$ cat src/rtl/pic_pkg.sv
// rtl/pic_pkg.sv - shared types and constants for the 8259-style acknowledge sequencer
package pic_pkg;

    localparam int PIC_NLVL = 8;
    localparam int PIC_LW   = 3;
    localparam logic [PIC_LW-1:0] SPUR_LVL = 3'd7;

    typedef enum logic [2:0] {
        ST_IDLE,
        ST_REQ,
        ST_ACK1,
        ST_GAP,
        ST_ACK2
    } ack_state_e;

    // 0 = highest priority; the level just after the lowest-priority pointer ranks first
    function automatic logic [PIC_LW-1:0] prio_rank(logic [PIC_LW-1:0] lvl, logic [PIC_LW-1:0] lp);
        return lvl - lp - 3'd1;
    endfunction

endpackage

$ cat src/rtl/pic_prio_rotate.sv
// rtl/pic_prio_rotate.sv - rotating priority resolver: highest set request starting after lp
module pic_prio_rotate
    import pic_pkg::*;
(
    input  logic [PIC_NLVL-1:0] req,
    input  logic [PIC_LW-1:0]   lp,
    output logic                valid,
    output logic [PIC_LW-1:0]   lvl
);

    logic [PIC_LW-1:0] idx;

    // Scan from lowest to highest priority so the last hit is the winner
    always_comb begin
        valid = 1'b0;
        lvl   = '0;
        idx   = '0;
        for (int i = PIC_NLVL - 1; i >= 0; i--) begin
            idx = lp + 3'd1 + 3'(i);
            if (req[idx]) begin
                valid = 1'b1;
                lvl   = idx;
            end
        end
    end

endmodule

$ cat src/rtl/pic_ack_sequencer.sv
// rtl/pic_ack_sequencer.sv - INTA handshake FSM, in-service register and rotating priority
module pic_ack_sequencer
    import pic_pkg::*;
(
    input  logic        CLK,
    input  logic        RST,
    input  logic [7:0]  IRR,
    input  logic [7:0]  IMR,
    input  logic        NINTA,
    input  logic        EOI_STB,
    input  logic        EOI_SPEC,
    input  logic [2:0]  EOI_LVL,
    input  logic        AEOI,
    input  logic        ROT_EN,
    input  logic [4:0]  VEC_BASE,
    output logic        INT,
    output logic [7:0]  ISR,
    output logic [7:0]  IRR_CLR,
    output logic [7:0]  VEC,
    output logic        VEC_OE
);

    ack_state_e          state_q, state_d;
    logic                int_q, int_d;
    logic [7:0]          isr_q, isr_d;
    logic [7:0]          irr_clr_q, irr_clr_d;
    logic [7:0]          vec_q, vec_d;
    logic                vec_oe_q, vec_oe_d;
    logic [PIC_LW-1:0]   lp_q, lp_d;
    logic [PIC_LW-1:0]   win_q, win_d;
    logic                spur_q, spur_d;
    logic                ninta_q, ninta_d;

    logic [7:0]          masked_req;
    logic                req_valid, isr_valid, cand_valid;
    logic [PIC_LW-1:0]   req_lvl, isr_lvl;
    logic                fall, rise;
    logic [7:0]          isr_set, isr_clr;

    assign masked_req = IRR & ~IMR;

    pic_prio_rotate u_cand_prio (
        .req   (masked_req),
        .lp    (lp_q),
        .valid (req_valid),
        .lvl   (req_lvl)
    );

    pic_prio_rotate u_isr_prio (
        .req   (isr_q),
        .lp    (lp_q),
        .valid (isr_valid),
        .lvl   (isr_lvl)
    );

    // Fully nested: a request must outrank every level already in service
    assign cand_valid = req_valid &&
                        (!isr_valid || (prio_rank(req_lvl, lp_q) < prio_rank(isr_lvl, lp_q)));

    assign fall = ninta_q & ~NINTA;
    assign rise = ~ninta_q & NINTA;

    always_comb begin
        state_d   = state_q;
        int_d     = int_q;
        irr_clr_d = '0;
        vec_d     = vec_q;
        vec_oe_d  = vec_oe_q;
        lp_d      = lp_q;
        win_d     = win_q;
        spur_d    = spur_q;
        ninta_d   = NINTA;
        isr_set   = '0;
        isr_clr   = '0;

        case (state_q)
            ST_IDLE: begin
                if (cand_valid) begin
                    state_d = ST_REQ;
                    int_d   = 1'b1;
                end
            end
            ST_REQ: begin
                if (fall) begin
                    state_d = ST_ACK1;
                    int_d   = 1'b0;
                    if (cand_valid) begin
                        win_d     = req_lvl;
                        spur_d    = 1'b0;
                        isr_set   = 8'b1 << req_lvl;
                        irr_clr_d = 8'b1 << req_lvl;
                    end else begin
                        win_d  = SPUR_LVL;
                        spur_d = 1'b1;
                    end
                end else if (!cand_valid) begin
                    state_d = ST_IDLE;
                    int_d   = 1'b0;
                end
            end
            ST_ACK1: begin
                if (rise) begin
                    state_d = ST_GAP;
                end
            end
            ST_GAP: begin
                if (fall) begin
                    state_d  = ST_ACK2;
                    vec_d    = {VEC_BASE, win_q};
                    vec_oe_d = 1'b1;
                end
            end
            ST_ACK2: begin
                if (rise) begin
                    state_d  = ST_IDLE;
                    vec_oe_d = 1'b0;
                    if (AEOI && !spur_q) begin
                        isr_clr = 8'b1 << win_q;
                        if (ROT_EN) begin
                            lp_d = win_q;
                        end
                    end
                end
            end
            default: begin
                state_d = ST_IDLE;
            end
        endcase

        // Non-specific EOI targets the pre-update ISR; a same-cycle INTA set still wins
        if (EOI_STB) begin
            if (EOI_SPEC) begin
                isr_clr = isr_clr | (8'b1 << EOI_LVL);
                if (ROT_EN) begin
                    lp_d = EOI_LVL;
                end
            end else if (isr_valid) begin
                isr_clr = isr_clr | (8'b1 << isr_lvl);
                if (ROT_EN) begin
                    lp_d = isr_lvl;
                end
            end
        end

        isr_d = (isr_q & ~isr_clr) | isr_set;
    end

    always_ff @(posedge CLK) begin
        if (RST) begin
            state_q   <= ST_IDLE;
            int_q     <= 1'b0;
            isr_q     <= '0;
            irr_clr_q <= '0;
            vec_q     <= '0;
            vec_oe_q  <= 1'b0;
            lp_q      <= 3'd7;
            win_q     <= '0;
            spur_q    <= 1'b0;
            ninta_q   <= 1'b1;
        end else begin
            state_q   <= state_d;
            int_q     <= int_d;
            isr_q     <= isr_d;
            irr_clr_q <= irr_clr_d;
            vec_q     <= vec_d;
            vec_oe_q  <= vec_oe_d;
            lp_q      <= lp_d;
            win_q     <= win_d;
            spur_q    <= spur_d;
            ninta_q   <= ninta_d;
        end
    end

    assign INT     = int_q;
    assign ISR     = isr_q;
    assign IRR_CLR = irr_clr_q;
    assign VEC     = vec_q;
    assign VEC_OE  = vec_oe_q;

endmodule

$ cat config.mk
export PLATFORM = sky130hd
export DESIGN_NAME = pic_ack_sequencer
export DESIGN_NICKNAME = d
export VERILOG_FILES = /design/src/rtl/pic_pkg.sv /design/src/rtl/pic_prio_rotate.sv /design/src/rtl/pic_ack_sequencer.sv
export SDC_FILE = /design/constraint.sdc
export NUM_CORES = 1
export LEC_CHECK = 0
export ABC_AREA = 1
export BUFFER_PORTS_ARGS = -buffer_cell sky130_fd_sc_hd__buf_2
export CAP_MARGIN = 20
export CORE_AREA = 2 2 86 88
export CTS_CLUSTER_DIAMETER = 30
export CTS_CLUSTER_SIZE = 40
export DETAILED_ROUTE_END_ITERATION = 12
export DIE_AREA = 0 0 88 90
export GPL_ROUTABILITY_DRIVEN = 1
export PLACE_DENSITY = 0.82
export REMOVE_ABC_BUFFERS = 1
export SLEW_MARGIN = 20
export SYNTH_ARGS = -nofsm -noshare
export SYNTH_HDL_FRONTEND = slang
export SYNTH_SLANG_ARGS = --single-unit
export TNS_END_PERCENT = 20
$ cat constraint.sdc
create_clock -name CLK -period 5 [get_ports CLK]
set_input_delay 1 -clock CLK [delete_from_list [all_inputs] [get_ports CLK]]
set_output_delay 1 -clock CLK [all_outputs]
set_load 0.02 [all_outputs]
# After elaboration in Yosys (flattened, before gate mapping)
# Index checks and enable logic that the tools add are counted.
dict set report op_classes {
  add_sub_neg 12
  n_lt_le_gt_ge 9
  n_eq_ne 9
  shift 4
  muxes 98
  bitwise_logic 11
  n_reduce_logical 13
}
# operator count
set op_table {}
lappend op_table {{two-way mux 3 bit} 32}
lappend op_table {{two-way mux 8 bit} 9}
lappend op_table {{binary-select mux 1 bit (select 3 bit)} 16}
lappend op_table {{two-way mux 1 bit} 38}
lappend op_table {{less-than comparator 3 x 4 -> 1 bit (second input constant)} 8}
lappend op_table {{left shift 1 x 3 -> 8 bit (first input constant)} 4}
lappend op_table {{bitwise OR 8 bit} 3}
lappend op_table {{bitwise AND 8 bit} 2}
lappend op_table {{NOT 8 bit} 2}
lappend op_table {{one-hot mux 3 bit (5 select lines)} 1}
lappend op_table {{adder 3 bit (second input constant)} 4}
lappend op_table {{inequality test 2 bit (second input constant)} 4}
lappend op_table {{adder 3 x 1 -> 3 bit (second input constant)} 2}
lappend op_table {{adder 3 x 2 -> 3 bit (second input constant)} 2}
lappend op_table {{== test 3 x 2 -> 1 bit (second input constant)} 2}
lappend op_table {{AND reduction 3 bit} 2}
lappend op_table {{subtractor 3 x 1 -> 3 bit (second input constant)} 2}
lappend op_table {{subtractor 3 bit} 2}
lappend op_table {{AND reduction 5 bit} 1}
lappend op_table {{one-hot mux 1 bit (2 select lines)} 2}
lappend op_table {{AND reduction 2 bit} 2}
lappend op_table {{nonzero test 2 bit} 2}
lappend op_table {{== test 3 x 1 -> 1 bit (second input constant)} 1}
lappend op_table {{== test 3 bit (second input constant)} 1}
lappend op_table {{8 further kinds} 12}
dict set report totals {
  ff_bits 37
  output_inout_bits 26
  elab_cells 166
}

# Depth between registers and ports, before layout
# Gate-level depths: netlist of run 1.
dict set report logic_depth {
  depth_word 21
  depth_mapped 36
  depth_no_buf 33
}

# Cells and area by module
# A second synthesis of run 1 with hierarchy kept.
dict set report hier_totals {
  hier_cells 595
  area_unflattened_um2 3454.6
}
# module instances cells_each area_per_inst_um2
set by_module_without_submodules {}
lappend by_module_without_submodules {pic_ack_sequencer 1 279 1973.1}
lappend by_module_without_submodules {pic_prio_rotate 2 158 740.7}

# Least setup slack after synthesis of run 1
# No wires, ideal clock.
dict set report synth_timing {
  kind {register to register}
  startpoint {reg lp_q[0]}
  endpoint {reg isr_q[0], in the netlist ISR[0]}
  setup_time_ns 0.059
  arrival_time_ns 4.231
  slack_ns 0.710
  stages_incl_launch_ff 33
  path_buffers 3
  period_less_slack_ns 4.290
  path_cell_list {dfxtp_1 > inv_2 > buf_2 > ha_1 > buf_6 > inv_4 > nand2_1 > nand2_1 > buf_4 > nand2_1 > o21ai_1 > nand2_1 > nand2_1 > inv_2 > a21oi_1 > o21ai_1 > o21bai_1 > nand2_2 > inv_2 > ha_1 > fa_1 > xor2_1 > xor2_1 > ha_1 > a21oi_1 > nand2_1 > nand2_2 > nand2_4 > nor2_8 > nand2_4 > nor2_2 > nand3_1 > nand2_1}
}
dict set report synth_via {
  elab_chain_len 21
}
# item line_no
set synth_lines {}
lappend synth_lines {{from (decl)} pic_ack_sequencer.sv:29} ;# logic [PIC_LW-1:0] lp_q, lp_d;
lappend synth_lines {{from (signal assigned)} pic_ack_sequencer.sv:167} ;# lp_q <= lp_d;
lappend synth_lines {{adder 3 x 1 -> 3 bit} pic_prio_rotate.sv:19} ;# idx = lp + 3'd1 + 3'(i);
lappend synth_lines {{adder 3 bit} pic_prio_rotate.sv:19}
lappend synth_lines {{binary-select mux 1 bit (select 3 bit)} pic_prio_rotate.sv:20} ;# if (req[idx]) begin
lappend synth_lines {{two-way mux 1 bit (not written as such)} pic_prio_rotate.sv:20}
lappend synth_lines {{two-way mux 3 bit (8 in a row)} pic_prio_rotate.sv:20}
lappend synth_lines {{subtractor 3 bit} pic_pkg.sv:18} ;# return lvl - lp - 3'd1;
lappend synth_lines {{subtractor 3 x 1 -> 3 bit} pic_pkg.sv:18}
lappend synth_lines {{less-than comparator 3 bit} pic_ack_sequencer.sv:58} ;# (!isr_valid || (prio_rank(req_lvl, lp_q) < prio_rank(isr_lvl, lp_q)));
lappend synth_lines {{logical OR 1 bit} pic_ack_sequencer.sv:58}
lappend synth_lines {{logical AND 1 bit} pic_ack_sequencer.sv:57} ;# assign cand_valid = req_valid &&
lappend synth_lines {{two-way mux 8 bit} pic_ack_sequencer.sv:87} ;# if (cand_valid) begin
lappend synth_lines {{two-way mux 8 bit} pic_ack_sequencer.sv:84} ;# if (fall) begin
lappend synth_lines {{two-way mux 8 bit} pic_ack_sequencer.sv:76} ;# case (state_q)
lappend synth_lines {{bitwise OR 8 bit (*)} pic_ack_sequencer.sv:145} ;# isr_d = (isr_q & ~isr_clr) | isr_set;
lappend synth_lines {{to (signal assigned)} pic_ack_sequencer.sv:163} ;# isr_q <= isr_d;
lappend synth_lines {{to (decl)} pic_ack_sequencer.sv:25} ;# logic [7:0] isr_q, isr_d;
# Every way passes the cells marked *; elsewhere a longest branch is shown, timed or not. The select of a mux whose other input is x is not followed.
# A chain may end at the register's enable or synchronous reset.

# Final worst setup path of run 1
# Ends and elaborated chain as after synthesis.

==> reports/results.tsv, run 1 <==
metric	value	unit
hold_path_class	reg -> reg	
final_area	3915	µm²
cpPeakStageDelay	0.39	ns
dp_hpwl	7425	µm
routed_wirelength	9519	µm
fill_cells	701	
cts.clk_slew.worst_paths	0.08	ns
fp.dieW	88	µm
fin_tns_setup	0	ns
clock-sinks	37	
clkLatencyLatePin	0.30	ns
synth_ff_type	dfxtp_1	
grt_pass1_vias	3580	
crit-reg2reg-launch	lp_q[0]	
core	7020	µm²
ir_drop	0.2728	mV
rows	31	
dp_worst_setup_slack	0.2695	ns
io_buffers	56	
path_class	reg -> reg	
status	complete, no violations	
avgSynthCellArea	5.670	µm²
netlist_area	3425	µm²
hold_buffers	0	
yosysUniqueCellTypes	38	
multiInputGateArea	2271	µm²
required	5.25	ns
area_delta_synth_final	14.32	%
powerDensity	433.2	nW/µm²
wl_per_cell	12.61	µm
grt_max_degree	30	
syn_inst	604	
nets	694	
hold_viol_final	0	
cp.arrival	4.89	ns
synth-seq-cells	37	
worst_clock_skew	0.003489	ns
cts_setup_buffers	0	
layout-drive-gt1-share	17.68	%
final_util	55.77	%
fmax	215.2	MHz
placed_area	3746	µm²
timing.final.ws_setup	0.3542	ns
cts-root-buf	clkbuf_8	
cp-start-kind	flip-flop	
grt_pass1_wl	16190	µm
fin_hold_ws	0.4688	ns
gp_congestion	0.9726	
viasPerCell	5.126	
crit_slowest_cell	dfxtp_1	
synth_edf_count	0	
drt_iter0_drc	258	
crit_path_max_fanout	29	
finalSetupViolCount	0	
post-route-drc-count	0	
yosysSeqAreaShare	21.63	%
die_h	90	µm
regArea	740.7	µm²
synthArstFlopShare	0	%
htreeDepth	2	
maxSlewHeadroom	47.62	%
worst_pin_slew	0.7848	ns
die-area	7920	µm²
num_io_pins	57	
drtPass1Iterations	4	
cts_max_path_buffers	2	
slew_violations	0	
rsz0062_at_grt	no	
crit_start	lp_q[0]	
crit_top_cell	nand2_1	
antenna_cells	0	
start_util	48.78	%
end_kind	flip-flop	
fin_crit	4.646	ns
leakage	0.002222	µW
antenna_found_initial	0	
fin_crit_sh	92.92	%
cts_tree	built	
ys.warnings.count	0	
dr_total_vias	3870	
hp-start	INT	
postRouteAntennaNets	0	
grtUsageTotal	24.95	%
grt_overflow	0	
cap_violations	0	
cts_buffers	5	
logic make-up after synthesis:
kind of cell / count (synthesis) / share of synthesized area, %
AOI/OAI and AO/OA: 87 / 14.29
and+or+nand+nor: 368 / 47.06
buffers and inverters: 100 / 12.64
DFF: 37 / 21.63
adders and majority gates: 8 / 3.361
xor gates and xnor gates: 4 / 1.023
cells in the mapped netlist (2+ instances only):
cell type / instances / share of area (%)
ha_1: 6 / 2.2
buf_6: 5 / 1.6
o21ai_1: 11 / 1.6
o21a_1: 3 / 0.66
nor2_1: 39 / 4.3
a21oi_2: 3 / 0.77
a21boi_1: 2 / 0.44
xor2_1: 4 / 1.0
nor3_1: 9 / 1.3
nand2_1: 228 / 25
a22oi_1: 6 / 1.3
o21ai_0: 23 / 3.4
and3_1: 2 / 0.37
buf_2: 3 / 0.44
buf_4: 3 / 0.66
clkbuf_1: 5 / 0.55
a21oi_1: 33 / 4.8
nor2_4: 2 / 0.66
fa_1: 2 / 1.2
inv_1: 70 / 7.7
nand2_2: 15 / 2.7
nor2_2: 3 / 0.55
inv_2: 11 / 1.2
nand2_4: 2 / 0.66
nand3_2: 4 / 1.2
o211ai_1: 5 / 1.1
inv_4: 2 / 0.37
nand3_1: 57 / 8.3
dfxtp_1: 37 / 22
cell type report:
type,count,area share (%)
Clock buffer,5,1.758
Clock inverter,3,1.662
Inverter,84,8.245
Multi-Input combinational cell,467,58.01
Sequential cell,37,18.92
Tap cell,99,3.164
Timing Repair Buffer,60,8.245
where the power goes:
| part | switching, µW | internal [µW] | leakage (µW) | total (µW) |
|---|---|---|---|---|
| Combinational | 687 | 337 | 0.00185 | 1020 |
| Sequential | 30.3 | 326 | 0.000301 | 357 |
| Clock | 117 | 198 | 0.0000681 | 315 |
| Total | 834 | 862 | 0.00222 | 1700 |
registers in the layout, summed over array words and instances, names as in the netlist:
signal / flops
IRR_CLR: 8
lp_q: 3
win_q: 3
VEC: 8
VEC_OE: 1
ISR: 8
INT: 1
ninta_q: 1
spur_q: 1
state_q: 3
layer usage:
metal / part of all wire, % / track usage, % / vias up
met5: 0 / 0 / -
met4: 2.0 / 7.308 / 0
met3: 6.7 / 2.938 / 17
met2: 46 / 40.53 / 148
met1: 45 / 34.35 / 1692
li1: - / - / 2013
placed cells by master, fill, tap and decap left out, types with 2 or more instances in the layout:
cell	instances
xor2_1	4
inv_2	11
nor2_2	3
bufinv_16	2
nand2_2	14
o21ai_0	22
nand3_1	57
o21ai_1	12
nor2_1	39
a21oi_1	33
nand3_2	4
dfxtp_1	37
nand2_1	228
a21oi_2	3
o21a_1	3
clkbuf_8	5
nand2_4	3
ha_1	4
inv_1	70
buf_4	3
and3_1	2
buf_2	56
nor2_4	2
fa_1	2
nor3_1	9
o211ai_1	5
a21boi_1	2
a22oi_1	6
timing repair:
item,4_1_cts,5_1_grt
gates resized for setup,0,9
hold endpoints to repair,0,0
endpoints found under the setup margin,0,16
worst max-delay path: cells and delay by family (launching register included):
family / cells / cell delay [ns]
and+or+nand+nor: 14 / 1.72
adders and majority gates: 4 / 1.12
AOI/OAI and AO/OA: 5 / 0.70
DFF: 1 / 0.39
xor gates and xnor gates: 2 / 0.34
buffers and inverters: 3 / 0.32
worst paths after layout:
| kind | endpoint | slack (ns) | depth (start not counted) |
|---|---|---|---|
| max reg2reg | ISR[0] | 0.35 | 28 |
| min reg2reg | INT | 0.47 | 2 |
| max | ISR[0] | 0.35 | 28 |
| min | INT | 0.47 | 2 |
per-stage QoR:
step                total power, µW  cells
finish                         1696    755
global route                   1844    755
floorplan                      1142    588
detailed placement             1360    747
CTS                            1678    755
global placement               1333    747
Power figures use the tool's default switching activity.
==> run 2, diff against run 1 <==
--- a/config.mk
+++ b/config.mk
@@ -8,13 +8,13 @@
 export ABC_AREA = 1
 export BUFFER_PORTS_ARGS = -buffer_cell sky130_fd_sc_hd__buf_2
 export CAP_MARGIN = 20
-export CORE_AREA = 2 2 86 88
+export CORE_AREA = 2 2 98 100
 export CTS_CLUSTER_DIAMETER = 30
 export CTS_CLUSTER_SIZE = 40
 export DETAILED_ROUTE_END_ITERATION = 12
-export DIE_AREA = 0 0 88 90
+export DIE_AREA = 0 0 100 102
 export GPL_ROUTABILITY_DRIVEN = 1
-export PLACE_DENSITY = 0.82
+export PLACE_DENSITY = 0.68
 export REMOVE_ABC_BUFFERS = 1
 export SLEW_MARGIN = 20
 export SYNTH_ARGS = -nofsm -noshare
==> reports/results.tsv, run 2 (same netlist as run 1, synthesis figures left out) <==
metric	value	unit	change
die-area	10200	µm²	was 7920 µm²
postRouteAntennaNets	0		unchanged
status	complete, no violations		unchanged
cap_violations	0		unchanged
drt_iter0_drc	218		was 258
num_io_pins	57		unchanged
crit_slowest_cell	fa_1		was dfxtp_1
crit_top_cell	nand2_1		unchanged
rr_endpoint	ISR[0]		unchanged
clkLatencyLatePin	0.29	ns	was 0.30 ns
post-route-drc-count	0		unchanged
fp.dieW	100	µm	was 88 µm
pwr-share-clk	13.1	%	was 18.6%
start_util	37.60	%	was 48.78%
dr_total_vias	3950		was 3870
swShare	52.26	%	was 49.19%
io_buffers	56		unchanged
cp.arrival	4.81	ns	was 4.89 ns
fin_hold_ws	0.4814	ns	was 0.4688 ns
hold_path_class	reg -> reg		unchanged
wl_per_cell	13.12	µm	was 12.61 µm
p_sw	830.6	µW	was 834.1 µW
slew_violations	0		unchanged
die_h	102	µm	was 90 µm
grtUsageTotal	20.53	%	was 24.95%
hold_buffers	0		unchanged
timing.final.ws_setup	0.4268	ns	was 0.3542 ns
hp-start	INT		unchanged
rows	35		was 31
grt_pass1_vias	3691		was 3580
final_area	3872	µm²	was 3915 µm²
area_delta_synth_final	13.08	%	was 14.32%
nets	694		unchanged
min_to	INT		unchanged
fill_cells	1010		was 701
viasPerCell	5.157		was 5.126
mostFrequentLayoutCells	nand2_1 (227), inv_1 (70), nand3_1 (57)		was nand2_1 (228), inv_1 (70), nand3_1 (57)
leakage	0.002192	µW	was 0.002222 µW
path_class	reg -> reg		unchanged
cp-start-kind	flip-flop		unchanged
powerDensity	410.4	nW/µm²	was 433.2 nW/µm²
worst_pin_slew	0.7723	ns	was 0.7848 ns
cts_tree	built		unchanged
clock-sinks	37		unchanged
placed_area	3761	µm²	was 3746 µm²
layout_commonest_cell	nand2_1		unchanged
crit_path_max_fanout	29		unchanged
ff2ff_setup_slack	0.43	ns	was 0.35 ns
grt_overflow	0		unchanged
antenna_cells	0		unchanged
power	1589	µW	was 1696 µW
grt_pass1_wl	17000	µm	was 16190 µm
worst_clock_skew	0.009149	ns	was 0.003489 ns
end_kind	flip-flop		unchanged
maxSlewHeadroom	48.46	%	was 47.62%
ir_drop	0.2055	mV	was 0.2728 mV
crit-reg2reg-launch	lp_q[0]		unchanged
p_int	758.8	µW	was 861.8 µW
dp_hpwl	8028	µm	was 7425 µm
cts_buffers	5		unchanged
pwr-share-comb	64.5	%	was 60.4%
drtPass1Iterations	5		was 4
htreeDepth	2		unchanged
gp_congestion	0.9277		was 0.9726
cts-root-buf	clkbuf_8		unchanged
holdPathStages	2		unchanged
cts_max_path_buffers	2		unchanged
cts_setup_buffers	0		unchanged
p_seq_share	22.4	%	was 21.0%
grt_max_degree	30		unchanged
ff2ff_path_depth	28		unchanged
dp_worst_setup_slack	0.3284	ns	was 0.2695 ns
hold_viol_final	0		unchanged
fmax	218.7	MHz	was 215.2 MHz
required	5.24	ns	was 5.25 ns
routed_wirelength	10050	µm	was 9519 µm
rsz0062_at_grt	no		unchanged
layout-drive-gt1-share	17.56	%	was 17.68%
fin_crit_sh	91.46	%	was 92.92%
antenna_found_initial	0		unchanged
fin_crit	4.573	ns	was 4.646 ns
cpPeakStageDelay	0.38	ns	was 0.39 ns
finalSetupViolCount	0		unchanged
cts.clk_slew.worst_paths	0.08	ns	about the same
critPathBufInv	3		unchanged
critPathTopFamily	simple AND/OR/NAND/NOR gates		unchanged
core	9109	µm²	was 7020 µm²
## run 2: changes by cell type in the layout (fill, tap and decap cells not counted), sizes merged
cell / before / now
clkinv: 3 / 2
clkbuf: 5 / 6
bufinv: 2 / 0
inv: 82 / 83
## run 2: layout make-up
class | count | area, µm² | area share, %
Inverter | 84 | 320.3 | 8.271
Clock inverter | 1 | 8.758 | 0.2262
Timing Repair Buffer | 60 | 317.8 | 8.207
Sequential cell | 37 | 740.7 | 19.13
Tap cell | 111 | 138.9 | 3.586
Clock buffer | 6 | 72.57 | 1.874
Multi-Input combinational cell | 467 | 2273 | 58.71
## run 2: worst min-delay path, cell delays in order (launching register included)
cell and delay [ns]:
dfxtp_1 0.32, nand2_1 0.06, a21oi_1 0.06
## run 2: routing by layer
layer  part of all wire (%)  wire (µm)  up-vias  GRT usage [%]
met4                    2.8        286        0          6.428
met2                     48       4824      150          37.21
met3                    6.0        607       28          2.668
li1                       -          -     2010              -
met5                      0          0        -              0
met1                     43       4330     1762          25.38
## run 2: worst max path at each step
stage / from / to / slack (ns) / cells past startpoint
global placement: IMR[6] / ISR[0] / 0.38 / 28
detailed placement: IMR[6] / IRR_CLR[0] / 0.33 / 26
CTS: lp_q[0] / IRR_CLR[0] / 0.33 / 28
finish: lp_q[0] / ISR[0] / 0.43 / 28
global route: lp_q[0] / ISR[0] / 0.004 / 28
floorplan: lp_q[0] / ISR[4] / -0.18 / 31
## run 2: repair_timing
item,4_1_cts,5_1_grt
gates resized for setup,0,7
hold endpoints to repair,0,0
setup endpoints to repair,0,14
## run 2: power by group through the flow
| stage | logic [µW] | clock network [µW] | registers, µW |
|---|---|---|---|
| after floorplan | 766 | 0 | 376 |
| after global placement | 994 | 0 | 362 |
| after detailed placement | 1010 | 0 | 362 |
| after CTS | 1010 | 214 | 355 |
| after global routing | 1170 | 224 | 361 |
| final | 1030 | 208 | 356 |
## run 2: metrics by stage
stage | utilization [%] | setup TNS (ns) | cells
after global routing | 42.51 | 0 | 766
after global placement | 41.29 | 0 | 759
after floorplan | - | -2.121 | 588
after detailed placement | 41.29 | 0 | 759
final | 42.51 | 0 | 766
after CTS | 42.18 | 0 | 766
